==> src/rtl/pixel_window_capture_if.sv <==
// Packed-word stream leaving the frame grabber: FWFT head word with valid/ready.
interface pixel_window_capture_if #(
  parameter int WORD_W = 32
);
  logic [WORD_W-1:0] o_Word;
  logic              o_Word_Valid;
  logic              i_Word_Ready;

  modport master (output o_Word, output o_Word_Valid, input i_Word_Ready);
  modport slave  (input o_Word, input o_Word_Valid, output i_Word_Ready);
endinterface

==> src/rtl/pixel_window_capture.sv <==
// Snoops the raster pixel stream, packs a rectangular window MSB-first into
// words and buffers them in a small FWFT FIFO for a valid/ready consumer.
module pixel_window_capture #(
  parameter int PIX_W      = 2,
  parameter int WORD_W     = 32,
  parameter int COORD_W    = 10,
  parameter int WIN_X0     = 16,
  parameter int WIN_Y0     = 0,
  parameter int WIN_W      = 256,
  parameter int WIN_H      = 256,
  parameter int FIFO_DEPTH = 16,
  parameter int CNT_W      = 16
) (
  input  logic                   i_Clk,
  input  logic                   i_Reset,
  input  logic                   i_Arm,
  input  logic                   i_Continuous,
  input  logic                   i_Pixel_Valid,
  input  logic [COORD_W-1:0]     i_Row,
  input  logic [COORD_W-1:0]     i_Column,
  input  logic [PIX_W-1:0]       i_Pixel,
  pixel_window_capture_if.master m_word,
  output logic                   o_Busy,
  output logic                   o_Done,
  output logic                   o_Overflow,
  output logic [CNT_W-1:0]       o_Word_Count,
  output logic [CNT_W-1:0]       o_Frame_Count
);

  localparam int PPW  = WORD_W / PIX_W;
  localparam int PC_W = (PPW > 1) ? $clog2(PPW) : 1;
  localparam int AW   = (FIFO_DEPTH > 1) ? $clog2(FIFO_DEPTH) : 1;
  localparam int SR_W = WORD_W - PIX_W;

  localparam logic [PC_W-1:0]  PC_LAST = PC_W'(PPW - 1);
  localparam logic [COORD_W:0] X_LO    = (COORD_W + 1)'(WIN_X0);
  localparam logic [COORD_W:0] X_HI    = (COORD_W + 1)'(WIN_X0 + WIN_W);
  localparam logic [COORD_W:0] X_LAST  = (COORD_W + 1)'(WIN_X0 + WIN_W - 1);
  localparam logic [COORD_W:0] Y_LO    = (COORD_W + 1)'(WIN_Y0);
  localparam logic [COORD_W:0] Y_HI    = (COORD_W + 1)'(WIN_Y0 + WIN_H);
  localparam logic [COORD_W:0] Y_LAST  = (COORD_W + 1)'(WIN_Y0 + WIN_H - 1);
  localparam logic [AW:0]      FULL_N  = (AW + 1)'(FIFO_DEPTH);

  generate
    if (WORD_W % PIX_W != 0) begin : g_err_word
      $error("WORD_W must be a multiple of PIX_W");
    end
    if (PPW < 2) begin : g_err_ppw
      $error("a word must hold at least two pixels");
    end
    if (WIN_W % PPW != 0) begin : g_err_win
      $error("WIN_W must be a multiple of WORD_W/PIX_W");
    end
    if (FIFO_DEPTH < 2 || (FIFO_DEPTH & (FIFO_DEPTH - 1)) != 0) begin : g_err_depth
      $error("FIFO_DEPTH must be a power of two and at least 2");
    end
  endgenerate

  typedef enum logic [1:0] {
    S_IDLE,
    S_WAIT_SOF,
    S_CAPTURE,
    S_DONE
  } state_t;

  state_t r_state;
  state_t w_state_next;

  logic                  r_cont;
  logic                  r_overflow;
  logic [CNT_W-1:0]      r_word_count;
  logic [CNT_W-1:0]      r_frame_count;
  logic [SR_W-1:0]       r_sr;
  logic [PC_W-1:0]       r_pix_cnt;
  logic [WORD_W-1:0]     r_mem [FIFO_DEPTH];
  logic [AW:0]           r_wr_ptr;
  logic [AW:0]           r_rd_ptr;

  logic [COORD_W:0]      w_row;
  logic [COORD_W:0]      w_col;
  logic                  w_x_ge;
  logic                  w_y_ge;
  logic                  w_in_win;
  logic                  w_sof;
  logic                  w_eof_pix;
  logic                  w_arm_ok;
  logic                  w_take;
  logic                  w_frame_end;
  logic                  w_word_done;
  logic [WORD_W-1:0]     w_push_word;
  logic [AW:0]           w_count;
  logic                  w_empty;
  logic                  w_full;
  logic                  w_pop;
  logic                  w_push;
  logic                  w_drop;

  // Coordinates are widened by one bit so WIN_X0+WIN_W cannot wrap.
  assign w_row = {1'b0, i_Row};
  assign w_col = {1'b0, i_Column};

  generate
    if (WIN_X0 == 0) begin : g_x_ge_zero
      assign w_x_ge = 1'b1;
    end else begin : g_x_ge_cmp
      assign w_x_ge = (w_col >= X_LO);
    end
    if (WIN_Y0 == 0) begin : g_y_ge_zero
      assign w_y_ge = 1'b1;
    end else begin : g_y_ge_cmp
      assign w_y_ge = (w_row >= Y_LO);
    end
  endgenerate

  assign w_in_win  = i_Pixel_Valid && w_y_ge && (w_row < Y_HI) && w_x_ge && (w_col < X_HI);
  assign w_sof     = i_Pixel_Valid && (w_row == Y_LO) && (w_col == X_LO);
  assign w_eof_pix = (w_row == Y_LAST) && (w_col == X_LAST);

  always_ff @(posedge i_Clk) begin
    if (i_Reset) begin
      r_state <= S_IDLE;
    end else begin
      r_state <= w_state_next;
    end
  end

  always_comb begin
    w_state_next = r_state;
    w_arm_ok     = 1'b0;
    w_take       = 1'b0;
    case (r_state)
      S_IDLE, S_DONE: begin
        if (i_Arm) begin
          w_arm_ok     = 1'b1;
          w_state_next = S_WAIT_SOF;
        end
      end
      S_WAIT_SOF: begin
        if (w_sof) begin
          w_take       = 1'b1;
          w_state_next = S_CAPTURE;
        end
      end
      S_CAPTURE: begin
        w_take = w_in_win;
      end
      default: begin
        w_state_next = S_IDLE;
      end
    endcase
    // A one-pixel window makes the start pixel also the last one.
    if (w_take && w_eof_pix) begin
      w_state_next = r_cont ? S_WAIT_SOF : S_DONE;
    end
  end

  assign w_frame_end = w_take && w_eof_pix;
  assign w_word_done = w_take && (r_pix_cnt == PC_LAST);
  assign w_push_word = {r_sr, i_Pixel};

  always_ff @(posedge i_Clk) begin
    if (i_Reset) begin
      r_sr      <= '0;
      r_pix_cnt <= '0;
    end else if (w_take) begin
      r_sr      <= SR_W'({r_sr, i_Pixel});
      r_pix_cnt <= w_word_done ? '0 : r_pix_cnt + 1'b1;
    end
  end

  assign w_count = r_wr_ptr - r_rd_ptr;
  assign w_empty = (r_wr_ptr == r_rd_ptr);
  assign w_full  = (w_count == FULL_N);
  assign w_pop   = !w_empty && m_word.i_Word_Ready;
  assign w_push  = w_word_done && (!w_full || w_pop);
  assign w_drop  = w_word_done && !w_push;

  // Shallow FIFO lives in distributed RAM so the head word is readable in
  // the cycle right after the push (first-word fall-through).
  always_ff @(posedge i_Clk) begin
    if (w_push) begin
      r_mem[r_wr_ptr[AW-1:0]] <= w_push_word;
    end
  end

  always_ff @(posedge i_Clk) begin
    if (i_Reset) begin
      r_wr_ptr <= '0;
      r_rd_ptr <= '0;
    end else begin
      if (w_push) begin
        r_wr_ptr <= r_wr_ptr + 1'b1;
      end
      if (w_pop) begin
        r_rd_ptr <= r_rd_ptr + 1'b1;
      end
    end
  end

  always_ff @(posedge i_Clk) begin
    if (i_Reset) begin
      r_cont        <= 1'b0;
      r_overflow    <= 1'b0;
      r_word_count  <= '0;
      r_frame_count <= '0;
    end else if (w_arm_ok) begin
      r_cont        <= i_Continuous;
      r_overflow    <= 1'b0;
      r_word_count  <= '0;
      r_frame_count <= '0;
    end else begin
      if (w_drop) begin
        r_overflow <= 1'b1;
      end
      if (w_push && (r_word_count != '1)) begin
        r_word_count <= r_word_count + 1'b1;
      end
      if (w_frame_end && (r_frame_count != '1)) begin
        r_frame_count <= r_frame_count + 1'b1;
      end
    end
  end

  assign m_word.o_Word       = w_empty ? '0 : r_mem[r_rd_ptr[AW-1:0]];
  assign m_word.o_Word_Valid = !w_empty;
  assign o_Busy              = (r_state == S_WAIT_SOF) || (r_state == S_CAPTURE);
  assign o_Done              = (r_state == S_DONE);
  assign o_Overflow          = r_overflow;
  assign o_Word_Count        = r_word_count;
  assign o_Frame_Count       = r_frame_count;

endmodule

==> src/flat_wrapper.sv <==
// flat-port wrapper written by rule: the top's interface ports become plain ports
module pixel_window_capture_flat 
#(
  parameter int PIX_W      = 2,
  parameter int WORD_W     = 32,
  parameter int COORD_W    = 10,
  parameter int WIN_X0     = 16,
  parameter int WIN_Y0     = 0,
  parameter int WIN_W      = 256,
  parameter int WIN_H      = 256,
  parameter int FIFO_DEPTH = 16,
  parameter int CNT_W      = 16
)
  (i_Clk, i_Reset, i_Arm, i_Continuous, i_Pixel_Valid, i_Row, i_Column, i_Pixel, o_Busy, o_Done, o_Overflow, o_Word_Count, o_Frame_Count, m_word_o_Word, m_word_o_Word_Valid, m_word_i_Word_Ready);
  pixel_window_capture_if #(.WORD_W(WORD_W)) m_word_i ();
  input  logic i_Clk;
  input  logic i_Reset;
  input  logic i_Arm;
  input  logic i_Continuous;
  input  logic i_Pixel_Valid;
  input  logic [COORD_W-1:0] i_Row;
  input  logic [COORD_W-1:0] i_Column;
  input  logic [PIX_W-1:0] i_Pixel;
  output logic o_Busy;
  output logic o_Done;
  output logic o_Overflow;
  output logic [CNT_W-1:0] o_Word_Count;
  output logic [CNT_W-1:0] o_Frame_Count;
  output wire logic [$bits(m_word_i.o_Word)-1:0] m_word_o_Word;
  output wire logic [$bits(m_word_i.o_Word_Valid)-1:0] m_word_o_Word_Valid;
  input wire logic [$bits(m_word_i.i_Word_Ready)-1:0] m_word_i_Word_Ready;
  assign m_word_o_Word = m_word_i.o_Word;
  assign m_word_o_Word_Valid = m_word_i.o_Word_Valid;
  assign m_word_i.i_Word_Ready = m_word_i_Word_Ready;
  pixel_window_capture #(.PIX_W(PIX_W), .WORD_W(WORD_W), .COORD_W(COORD_W), .WIN_X0(WIN_X0), .WIN_Y0(WIN_Y0), .WIN_W(WIN_W), .WIN_H(WIN_H), .FIFO_DEPTH(FIFO_DEPTH), .CNT_W(CNT_W)) u_core (.i_Clk(i_Clk), .i_Reset(i_Reset), .i_Arm(i_Arm), .i_Continuous(i_Continuous), .i_Pixel_Valid(i_Pixel_Valid), .i_Row(i_Row), .i_Column(i_Column), .i_Pixel(i_Pixel), .m_word(m_word_i), .o_Busy(o_Busy), .o_Done(o_Done), .o_Overflow(o_Overflow), .o_Word_Count(o_Word_Count), .o_Frame_Count(o_Frame_Count));
endmodule
==> config.mk <==
export PLATFORM = sky130hd
export DESIGN_NAME = pixel_window_capture_flat
export DESIGN_NICKNAME = d
export VERILOG_FILES = /design/src/rtl/pixel_window_capture_if.sv /design/src/rtl/pixel_window_capture.sv /design/src/flat_wrapper.sv
export SDC_FILE = /design/constraint.sdc
export NUM_CORES = 1
export LEC_CHECK = 0
export ABC_CLOCK_PERIOD_IN_PS = 4600
export BUFFER_PORTS_ARGS = -buffer_cell sky130_fd_sc_hd__buf_4
export CAP_MARGIN = 20
export CORE_MARGIN = 3
export CORE_UTILIZATION = 35
export CTS_BUF_LIST = sky130_fd_sc_hd__clkbuf_4
export DETAILED_ROUTE_END_ITERATION = 10
export PLACE_DENSITY = 0.58
export SKIP_CTS_REPAIR_TIMING = 1
export SLEW_MARGIN = 10
export SYNTH_ARGS = -nofsm -noshare
export SYNTH_HDL_FRONTEND = slang
export SYNTH_SLANG_ARGS = --single-unit
export TNS_END_PERCENT = 1
==> constraint.sdc <==
create_clock -name i_Clk -period 4.6 [get_ports i_Clk]
set_clock_uncertainty 0.05 [all_clocks]
set_input_delay 0.46 -clock i_Clk [delete_from_list [all_inputs] [get_ports i_Clk]]
set_output_delay 0.46 -clock i_Clk [all_outputs]
set_load 0.05 [all_outputs]
==> results.yml <==
run:
  maxCapViolCount: 0
sta:
  drv_slew: 0
  tns_ns: 0
  clock.fmax_ghz: 0.246
  tightest_slew_ns: 0.974
  setup_violations: 0
  whs_ns: 0.0532
  slew_headroom_pct: 35.1
  min_period_over_period_pct: 88.4
  hold_viol: 0
  fin_crit_ns: 4.07
  setup_ws_ns: 0.534
  rsz0062_at_grt: "no"
worst_setup_path:
  slowest_delay_ns: 0.73
  cp_common_cell: "mux4_2"
  cp.required_ns: 4.09
  cp-start-kind: "flip-flop"
  slowest_stage: "dfxtp_4"
  end_kind: "primary output"
  critPathTopFamily: "multiplexers"
  critPathKind: "flip-flop to primary output"
  worstPathMaxFanout: 44
  arrival_ns: 3.56
  path_buf_inv: 2
  cp_cell_sequence: "buf_12 -> mux4_2 -> mux4_2 -> and2_1 -> buf_4"
detailed_routing:
  first_iter_violations: 868
  postRouteWirelength_um: 52900
  vias: 12400
  wl_per_cell_um: 21.6
  remaining_drc_errors: 0
  dr.pass1.iters: 5
  ant_nets: 0
  avgViaCountPerCell: 5.09
logic_synthesis:
  synth_commonest_cells: "512 x edfxtp_1, 160 x mux4_2, 88 x nand2_1"
  synth-compound-area-share_pct: 2.06
  synth_area_per_cell_um2: 19.0
  synthTopCellsByArea: "edfxtp_1 66%, mux4_2 16%, dfxtp_1 7.2%, nand2_1 1.4%, a21oi_1 1.2%"
  async_reset_ff_share_pct: 0
  synth_top_cell_area_share_pct: 66.2
  yosysMostFrequentCell: "edfxtp_1"
  ys_seq_elements: 596
  syn_nets: 1269
  synth_edf_count: 512
  ys_warn_count: 0
  yosys.area.top_type: "edfxtp_1"
  synthCells: 1226
  yosysUniqueCellTypes: 41
  synth_ff_type: "edfxtp_1"
  synth_xor_area_share_pct: 1.06
  muxShareOfSynthArea_pct: 15.7
  yosysSeqAreaShare_pct: 73.4
  synth_top_family_by_area: "multiplexers"
  synth-simple-area-share_pct: 5.80
  synthesis.area_um2: 23200
  synth-adder-area-share_pct: 0.808
grt:
  grt_util_all_layers_pct: 15.5
  gr-total-overflow: 0
  grt_pass1_vias: 13300
  grt_pass1_wl_um: 81200
  antenna_found_initial: 2
  grt_max_degree: 51
run_status:
  outcome: "completed"
power_and_ir_drop:
  power.density_nw_per_um2: 387
  total_power_mw: 10.7
  irDropWorstVdd_mv: 0.221
  p_leak_nw: 10.0
cells_and_area:
  fillers: 5705
  instances_no_fill: 2447
  finalInstanceArea_um2: 27600
  synthToLayoutAreaGrowth_pct: 18.6
  utilization_pct: 42.4
  final_layout_size_suffix_gt1_share_pct: 36.8
  fin_nets: 1506
floorplan:
  core_um2: 65000
  ios: 96
  start_util_pct: 35.7
  die_x_um: 264
  fp.dieArea_um2: 69500
  die_h_um: 264
  rows: 93
placement:
  placed_cell_area_um2: 25300
  place.gp.congestion: 0.765
  io_buffers: 95
  dp_cells: 2152
  preCtsSetupSlack_ns: 0.931
  place_hpwl_um: 30200
clock_tree:
  cts_tree: "done"
  clk_latency_ns: 0.96
  clk_pin_slew_ns: 0.06
  cts_buffer_depth: 3
  cts-buffers-inserted: 155
  htreeDepth: 4
  clock-sinks: 596
  clock-root-buffer: "clkbuf_4"
hold_path:
  holdCritPathClass: "input port to flip-flop"
-- sequential cells by signal (all words and copies together) (netlist names), named ones only --
name                  flops
u_core.r_mem            512
u_core.o_Frame_Count     16
u_core.r_wr_ptr           5
u_core.o_Overflow         1
u_core.o_Word_Count      16
u_core.r_rd_ptr           5
u_core.r_pix_cnt          4
u_core.r_cont             1
u_core.r_sr              30
u_core.r_state            2
-- tightest hold or removal path: stages --
cell and delay, ns:
buf_4 0.09, and2_1 0.23, xnor2_1 0.11, nor2_1 0.08
-- cells in the final DEF (no fill, tap or decap), types with 15 or more instances in the layout --
| master | synthesis | final |
|---|---|---|
| mux4_2 | 160 | 160 |
| and2_1 | 37 | 37 |
| nand3_1 | 15 | 15 |
| nand4_1 | 19 | 19 |
| dfxtp_1 | 84 | 80 |
| edfxtp_1 | 512 | 512 |
| xor2_1 | 16 | 16 |
| o21ai_0 | 16 | 16 |
| buf_12 | 0 | 17 |
| nand2_1 | 88 | 87 |
| buf_4 | 0 | 113 |
| ha_1 | 15 | 15 |
| inv_1 | 15 | 15 |
| clkinv_1 | 0 | 17 |
| a21oi_1 | 54 | 53 |
| and3_2 | 0 | 15 |
| nor2_1 | 44 | 44 |
| clkbuf_4 | 0 | 247 |
-- final cells by class --
type / instances / area, um2 / share of cell area, %
Tap cell: 855 / 1070 / 3.88
Antenna cell: 4 / 10.0 / 0.0363
Timing Repair Buffer: 139 / 1280 / 4.64
Sequential cell: 596 / 17100 / 61.9
Multi-Input combinational cell: 556 / 5950 / 21.6
Inverter: 15 / 56.3 / 0.204
Clock inverter: 35 / 274 / 0.994
Clock buffer: 247 / 1850 / 6.73
-- power by group --
part | internal [mW] | switching, mW
Combinational | 0.0274 | 0.0429
Clock | 2.67 | 2.14
Sequential | 5.78 | 0.00132
-- cells by family after synthesis --
family | count (synthesis)
adder cells (fa/ha/maj) | 15
multiplexers | 164
buffers and inverters | 74
AND/OR/NAND/NOR | 267
AO/OA/AOI/OAI | 82
XOR/XNOR | 28
flip-flops | 596
-- final timing paths --
| kind | from | slack, ns | depth (start not counted) | to |
|---|---|---|---|---|
| max | flip-flop | 0.53 | 5 | m_word_o_Word[29] |
| min | m_word_i_Word_Ready | 0.05 | 4 | u_core.r_rd_ptr[0]$_SDFFE_PP0P_ |
| max reg2reg | u_core.r_state[0]$_SDFFE_PP0P_ | 1.37 | 8 | u_core.r_mem[7][30]$_DFFE_PP_ |
| min reg2reg | u_core.o_Overflow$_SDFFE_PP0P_ | 0.45 | 1 | u_core.o_Overflow$_SDFFE_PP0P_ |
-- layer usage --
metal	track usage, %	part of all wire, %
met1	20.3	43
met4	5.86	1.9
met3	4.04	6.3
met2	24.9	49
met5	0	0
Power figures use the tool's default switching activity.
